`src/rtl/difftest_gfifo_ctrl.sv`:
```
// Emulation-side step FIFO: coalesces per-cycle difftest commit counts into a
// registered valid/ready queue toward the host and latches the host verdict.
module difftest_gfifo_ctrl #(
  parameter int STEP_WIDTH = 8,
  parameter int ACC_WIDTH  = 16,
  parameter int DEPTH      = 16
) (
  input  logic                    clock,
  input  logic                    reset,
  input  logic [STEP_WIDTH-1:0]   step,
  output logic                    host_valid,
  input  logic                    host_ready,
  output logic [ACC_WIDTH-1:0]    host_data,
  input  logic                    host_resp_valid,
  input  logic                    host_resp_fail,
  output logic                    simv_result,
  output logic                    overflow,
  output logic [$clog2(DEPTH):0]  pending
);

  localparam int PTR_W = $clog2(DEPTH);
  localparam int CNT_W = PTR_W + 1;
  localparam int OUT_W = PTR_W + 2;
  localparam logic [CNT_W-1:0] FULL_CNT = CNT_W'(DEPTH);
  localparam logic [CNT_W-1:0] CNT_ONE  = CNT_W'(1);
  localparam logic [PTR_W-1:0] PTR_ONE  = PTR_W'(1);
  localparam logic [OUT_W-1:0] OUT_ONE  = OUT_W'(1);

  function automatic logic [ACC_WIDTH-1:0] sat_acc(input logic [ACC_WIDTH:0] v);
    return v[ACC_WIDTH] ? {ACC_WIDTH{1'b1}} : v[ACC_WIDTH-1:0];
  endfunction

  logic [ACC_WIDTH-1:0] mem_q [DEPTH];
  logic [PTR_W-1:0]     wr_ptr_q, wr_ptr_d, rd_ptr_q, rd_ptr_d;
  logic [CNT_W-1:0]     count_q, count_d;
  logic [ACC_WIDTH-1:0] acc_q, acc_d;
  logic [OUT_W-1:0]     out_q, out_d;
  logic                 result_q, result_d;
  logic                 ovf_q, ovf_d;

  logic                 empty, full, pop, push, resp_err, resp_dec;
  logic [ACC_WIDTH:0]   sum;
  logic [ACC_WIDTH-1:0] push_data_d;

  always_comb begin
    empty       = (count_q == '0);
    full        = (count_q == FULL_CNT);
    // A latched failure freezes the queue: nothing is offered to or taken from the host.
    host_valid  = !empty && !result_q;
    pop         = host_valid && host_ready;
    sum         = {1'b0, acc_q} + {{(ACC_WIDTH + 1 - STEP_WIDTH){1'b0}}, step};
    push_data_d = sat_acc(sum);
    push        = 1'b0;
    acc_d       = acc_q;
    ovf_d       = ovf_q;
    if (!result_q && (sum != '0)) begin
      if (sum[ACC_WIDTH]) ovf_d = 1'b1;
      if (!full || pop) begin
        push  = 1'b1;
        acc_d = '0;
      end else begin
        acc_d = push_data_d;
      end
    end

    count_d = count_q;
    if (push && !pop)      count_d = count_q + CNT_ONE;
    else if (pop && !push) count_d = count_q - CNT_ONE;
    wr_ptr_d = push ? wr_ptr_q + PTR_ONE : wr_ptr_q;
    rd_ptr_d = pop  ? rd_ptr_q + PTR_ONE : rd_ptr_q;

    // A verdict with nothing outstanding (and no pop covering it) is a protocol error.
    resp_err = host_resp_valid && (out_q == '0) && !pop;
    resp_dec = host_resp_valid && !resp_err;
    out_d    = out_q;
    if (pop && !resp_dec)      out_d = out_q + OUT_ONE;
    else if (!pop && resp_dec) out_d = out_q - OUT_ONE;
    result_d = result_q || resp_err || (host_resp_valid && host_resp_fail);
  end

  always_ff @(posedge clock or negedge reset) begin
    if (!reset) begin
      wr_ptr_q <= '0;
      rd_ptr_q <= '0;
      count_q  <= '0;
      acc_q    <= '0;
      out_q    <= '0;
      result_q <= 1'b0;
      ovf_q    <= 1'b0;
    end else begin
      wr_ptr_q <= wr_ptr_d;
      rd_ptr_q <= rd_ptr_d;
      count_q  <= count_d;
      acc_q    <= acc_d;
      out_q    <= out_d;
      result_q <= result_d;
      ovf_q    <= ovf_d;
    end
  end

  always_ff @(posedge clock) begin
    if (push) mem_q[wr_ptr_q] <= push_data_d;
  end

  assign host_data   = empty ? '0 : mem_q[rd_ptr_q];
  assign simv_result = result_q;
  assign overflow    = ovf_q;
  assign pending     = count_q;

endmodule

```
`config.mk`:
```
export PLATFORM = sky130hd
export DESIGN_NAME = difftest_gfifo_ctrl
export DESIGN_NICKNAME = d
export VERILOG_FILES = /design/src/rtl/difftest_gfifo_ctrl.sv
export SDC_FILE = /design/constraint.sdc
export NUM_CORES = 1
export LEC_CHECK = 0
export ABC_AREA = 1
export CAP_MARGIN = 20
export CORE_MARGIN = 8
export CORE_UTILIZATION = 45
export DETAILED_ROUTE_END_ITERATION = 10
export SYNTH_ARGS = -nofsm -noshare
export SYNTH_HDL_FRONTEND = slang
export SYNTH_SLANG_ARGS = --single-unit
```
`constraint.sdc`:
```
create_clock -name clock -period 4.48 [get_ports clock]
set_input_delay 0.896 -clock clock [delete_from_list [all_inputs] [get_ports clock]]
set_output_delay 0.896 -clock clock [all_outputs]
set_load 0.05 [all_outputs]
```
## Yosys cells after proc, flatten, opt, wreduce, memory -nomap -nowiden

Memories as Yosys holds them, arrays and structs flattened.
Cells that the tools add are included.

- Register bits: 37
- Latch bits: 0
- RAM bits: 256
- Bits in read-only memories: 0
- Bits of input ports: 13
- Output and inout bits: 24
- Word-level logic and storage cells: 54
- Memories: 1

Memories:

| name | words | bits a word | rd ports | clocked after Yosys merged registers in | write ports | RTL line | RTL |
|---|---|---|---|---|---|---|---|
| mem_q | 16 | 16 | 1 | 0 | 1 | 33 | `logic [ACC_WIDTH-1:0] mem_q [DEPTH];` |

- Add/subtract/negate cells: 7
- $mul: 0
- Div/mod/pow operators: 0
- $lt $le $gt $ge: 0
- Eq/ne operators: 1
- Shift operators: 0
- Multiplexer cells: 11
- Bitwise operators: 0
- Reduce and logical (&&, ||, !) cells: 27

Operators with widths:

| operator | number |
|---|---|
| $mux W16 | 3 |
| $add A16 B8 Y17 | 1 |
| $reduce_bool A17 Y1 | 1 |
| $mux W6 | 2 |
| $logic_and A1 B1 Y1 | 11 |
| $mux W5 | 2 |
| $add A4 B1 Y4 const B | 2 |
| $logic_not A1 Y1 | 7 |
| $add A6 B1 Y6 const B | 1 |
| $logic_not A6 Y1 | 1 |
| $sub A6 B1 Y6 const B | 1 |
| $add A5 B1 Y5 const B | 1 |
| $eq A5 B5 Y1 const B | 1 |
| $logic_not A5 Y1 | 1 |
| $sub A5 B1 Y5 const B | 1 |
| $mux W1 | 4 |
| $reduce_bool A2 Y1 | 2 |
| $logic_or A1 B1 Y1 | 3 |
| $reduce_and A2 Y1 | 1 |

## Longest topological paths before layout

- Depth in word-level cells: 11
- Gate-level depth with buffers: 26
- Depth with buffers taken out: 25

## Worst setup path after synthesis

Ideal clock, no wire load.

- Kind: input to register
- From: input port step[0]
- To: register count_q[4] (netlist: pending[4])
- Setup time: 145 ps
- Arrival: 3855 ps
- Required time: 4335 ps
- Path slack: 480 ps
- Stages: 25
- Buffers on the path: 1
- Cell sequence: ha_1 -> fa_1 -> nand2_1 -> nand2_1 -> nand3_1 -> nand2_1 -> nand2_1 -> nand2_1 -> nor2_1 -> nand2_2 -> nor2_4 -> nand3_4 -> nand3_4 -> buf_12 -> inv_2 -> ha_1 -> inv_1 -> ha_1 -> a21oi_1 -> nor2_1 -> nor2_1 -> nand2_1 -> nand2_1 -> nor2_1 -> xor2_1

- Cells in the longest elaborated chain, start to end: 7
- Elaborated cells between the ends (all ways): 9
- Classes of those cells: add/sub (1); mux (2); reduce/logical (6)

Ends and longest elaborated chain:

| element | RTL line | RTL |
|---|---|---|
| start: declaration | 10 | `input logic [STEP_WIDTH-1:0] step,` |
| $add A16 B8 Y17 (*) | 51 | `sum = {1'b0, acc_q} + {{(ACC_WIDTH + 1 - STEP_WIDTH){1'b0}}, step};` |
| $reduce_bool A17 Y1 (*) | 56 | `if (!result_q && (sum != '0)) begin` |
| $logic_and A1 B1 Y1 (*) | 56 |  |
| $mux W1 (*) | 56 |  |
| net push | 41 | `logic empty, full, pop, push, resp_err, resp_dec;` |
| $logic_not A1 Y1 | 68 | `else if (pop && !push) count_d = count_q - CNT_ONE;` |
| $logic_and A1 B1 Y1 | 68 |  |
| $reduce_bool A2 Y1 (no line) | n/a |  |
| end signal: assignment | 93 | `count_q <= count_d;` |
| end: declaration | 35 | `logic [CNT_W-1:0] count_q, count_d;` |

The timed path passes the listed nets; every way through them passes the cells marked *.
A chain may end at the register's enable or synchronous reset.

## Worst setup path in the final report

Same ends and word-level chain as after synthesis.

==> flow_metrics.tcl <==
set metrics [dict create \
    ys_warn_count 0 \
    design_area_mm2 0.0149 \
    via_per_inst 5.53 \
    cp.arrival_ns 4.27 \
    clockBufferDepth 3 \
    vdd_drop_max_mv 0.378 \
    maxSlewViolCount 0 \
    synthTopCellsByArea "edfxtp_1 59%, dfrtp_1 7.1%, o21ai_0 5.5%" \
    wl_met2_mm 15.2 \
    max_slew.worst_pin.slew_ns 0.921 \
    path_clk_slew_ns 0.06 \
    initial_core_util 0.456 \
    numCtsBuffers 31 \
    syn_area_per_cell_um2 11.5 \
    wl_mm 31.8 \
    core.rowCount 62 \
    cts.htree.levels 1 \
    synth-seq-area-share 0.660 \
    synth_top_area_frac 0.589 \
    tritoncts "built" \
    setup_viol 0 \
    num_antenna_cells 0 \
    crit_required_ns 4.92 \
    fin_crit_sh 0.857 \
    wl_met1_mm 14.5 \
    worstSetupPathType "in -> reg" \
    routed.top_layer "met4" \
    placed_area_mm2 0.0140 \
    maxSlewHeadroom 0.385 \
    cts_sinks 293 \
    antenna_found_initial 1 \
    ios 37 \
    place.gp.congestion 0.884 \
    synth_edf_count 256 \
    power_density_mw_per_mm2 559 \
    fin_util 0.521 \
    reg2reg_depth 24 \
    drtIter0Drc 661 \
    gr-total-overflow 0 \
    grt_pass1_vias 8692 \
    synth_top_area_cell "edfxtp_1" \
    reg2reg_to "pending[4]$_DFFE_PN0P_" \
    rsz0062_at_grt "no" \
    r2r_start "acc_q[0]$_DFFE_PN0P_" \
    root_buffer "clkbuf_16" \
    placeableCoreArea_mm2 0.0286 \
    yosysUniqueCellTypes 42 \
    wl_met3_mm 1.46 \
    max_cap_viol_count 0 \
    clk_latency_ns 0.57 \
    cts_hold_buf 0 \
    die_height_um 186 \
    track_usage 0.181 \
    most-common-layout-cells "256 x edfxtp_1, 162 x nor2_1, 146 x nand2_1, 143 x o21ai_0, 58 x nand3_1" \
    synthesis.area_mm2 0.0131 \
    nets 1214 \
    hpwl_mm 18.6 \
    cts_setup_buffers 0 \
    grt_pass1_wl_mm 50.2 \
    vias 8760 \
    hold_viol 0 \
    synthFlopType "edfxtp_1" \
    syn2layout_area_growth_pct 14.3 \
    cp_max_fo 4 \
    layout_commonest_cell "edfxtp_1" \
    leakage_uw 0.00530 \
    crit_path_start_kind "input pin" \
    setup-tns-final_ns 0 \
    syn_nets 1173 \
    status "completed" \
    grt_max_degree 74 \
    synth_seq_cells 293 \
    p_total_uw 8350 \
    wire_per_inst_um 20.1 \
    min_path_type "in -> async" \
    endpoint_kind "flop" \
    drive_above_1_share 0.138 \
    drcViolationCount 0 \
    antenna_left 0 \
    io_buffers 36 \
    syn_inst 1136 \
    cts_resized 0 \
    fin_skew_ns 0.0199 \
    holdWs_ns 0.462 \
    max_freq_mhz 260 \
    post-route-min-period_ns 3.84 \
    async_flop_share 0.126 \
    die_area_mm2 0.0347 \
    dr.pass1.iters 5 \
    die_x_um 186 \
    r2r_slack_ns 1.01 \
]
how the worst max path moves through the flow:
stage                                 start                     end  slack [ns]  cells past startpoint
floorplan                           step[0]  pending[4]$_DFFE_PN0P_        0.48                     25
global placement                    step[0]  pending[4]$_DFFE_PN0P_        0.18                     25
detailed placement                  step[0]  pending[4]$_DFFE_PN0P_        0.08                     25
CTS                 rd_ptr_q[1]$_DFFE_PN0P_            host_data[8]        0.64                      9
global route                        step[0]  pending[4]$_DFFE_PN0P_        0.30                     25
finish                              step[0]  pending[4]$_DFFE_PN0P_        0.64                     25
cell usage after synthesis (2+ instances only):
| cell type | count |
|---|---|
| o21ai_1 | 2 |
| nand3_1 | 58 |
| nand4_1 | 10 |
| buf_1 | 2 |
| nand2_1 | 146 |
| xnor2_1 | 3 |
| nor2_1 | 169 |
| buf_2 | 4 |
| dfrtp_1 | 37 |
| ha_1 | 21 |
| a21oi_1 | 24 |
| inv_1 | 55 |
| o22ai_1 | 14 |
| clkbuf_1 | 49 |
| nand3_2 | 4 |
| a21oi_2 | 2 |
| nor2_2 | 8 |
| nand2_2 | 10 |
| nand3_4 | 2 |
| buf_6 | 2 |
| xor2_1 | 11 |
| fa_1 | 3 |
| o21ai_0 | 143 |
| o221ai_1 | 50 |
| edfxtp_1 | 256 |
| o21ai_2 | 14 |
| nor2_4 | 12 |
| or2_2 | 5 |
| inv_2 | 7 |
metal layers:
| layer | track usage | vias to the layer above |
|---|---|---|
| li1 | - | 4147 |
| met1 | 0.246 | 4358 |
| met2 | 0.302 | 208 |
| met3 | 0.0248 | 47 |
| met4 | 0.0459 | 0 |
| met5 | 0 | - |
flip-flops by register name (all words and copies together) (netlist names):
signal and flops:
out_q 6, pending 5, mem_q 256, acc_q 16
rd_ptr_q 4, wr_ptr_q 4, simv_result 1, overflow 1
final cells by class:
cell class | instances | area (um^2)
multi-input combinational | 721 | 3950
fill | 2513 | 13700
clock inverter | 14 | 128
timing repair buffer | 67 | 681
clock buffer | 41 | 823
tap | 384 | 480
sequential | 293 | 8620
inverter | 63 | 238
report_power, final:
| part | internal (uW) | switching, uW |
|---|---|---|
| Combinational | 908 | 1840 |
| Clock | 1400 | 1010 |
| Sequential | 3070 | 115 |
| Total | 5380 | 2970 |
cell families (layout without fill, tap and decap cells):
family | Yosys count | count (layout) | synth area share
AND/OR/NAND/NOR | 430 | 430 | 0.148
flip-flops | 293 | 293 | 0.660
AO/OA/AOI/OAI | 252 | 252 | 0.118
buffers and inverters | 122 | 185 | 0.0387
adder cells (fa/ha/maj) | 24 | 24 | 0.0247
XOR/XNOR | 14 | 14 | 0.00939
multiplexers | 1 | 1 | 0.000767
worst max-delay path: stages:
cell	delay, ns
clkdlybuf4s50_1	0.40
ha_1	0.23
fa_1	0.42
nand2_1	0.08
nand2_1	0.09
nand3_1	0.11
nand2_1	0.10
nand2_1	0.08
o21ai_0	0.08
nand2_1	0.08
nand2_1	0.06
nor2_2	0.14
nand3_4	0.10
nand3_4	0.07
inv_2	0.04
ha_1	0.23
inv_1	0.13
ha_1	0.28
a21oi_1	0.18
nor2_1	0.06
nor2_1	0.12
nand2_1	0.06
nand2_1	0.05
nor2_1	0.04
xor2_1	0.13
through the flow:
| step | instances | setup WS, ns |
|---|---|---|
| finish | 1583 | 0.641 |
| global route | 1583 | 0.302 |
| CTS | 1583 | 0.636 |
| detailed placement | 1528 | 0.0807 |
| global placement | 1527 | 0.177 |
| floorplan | 1136 | 0.480 |
(Power assumes the default switching activity.)
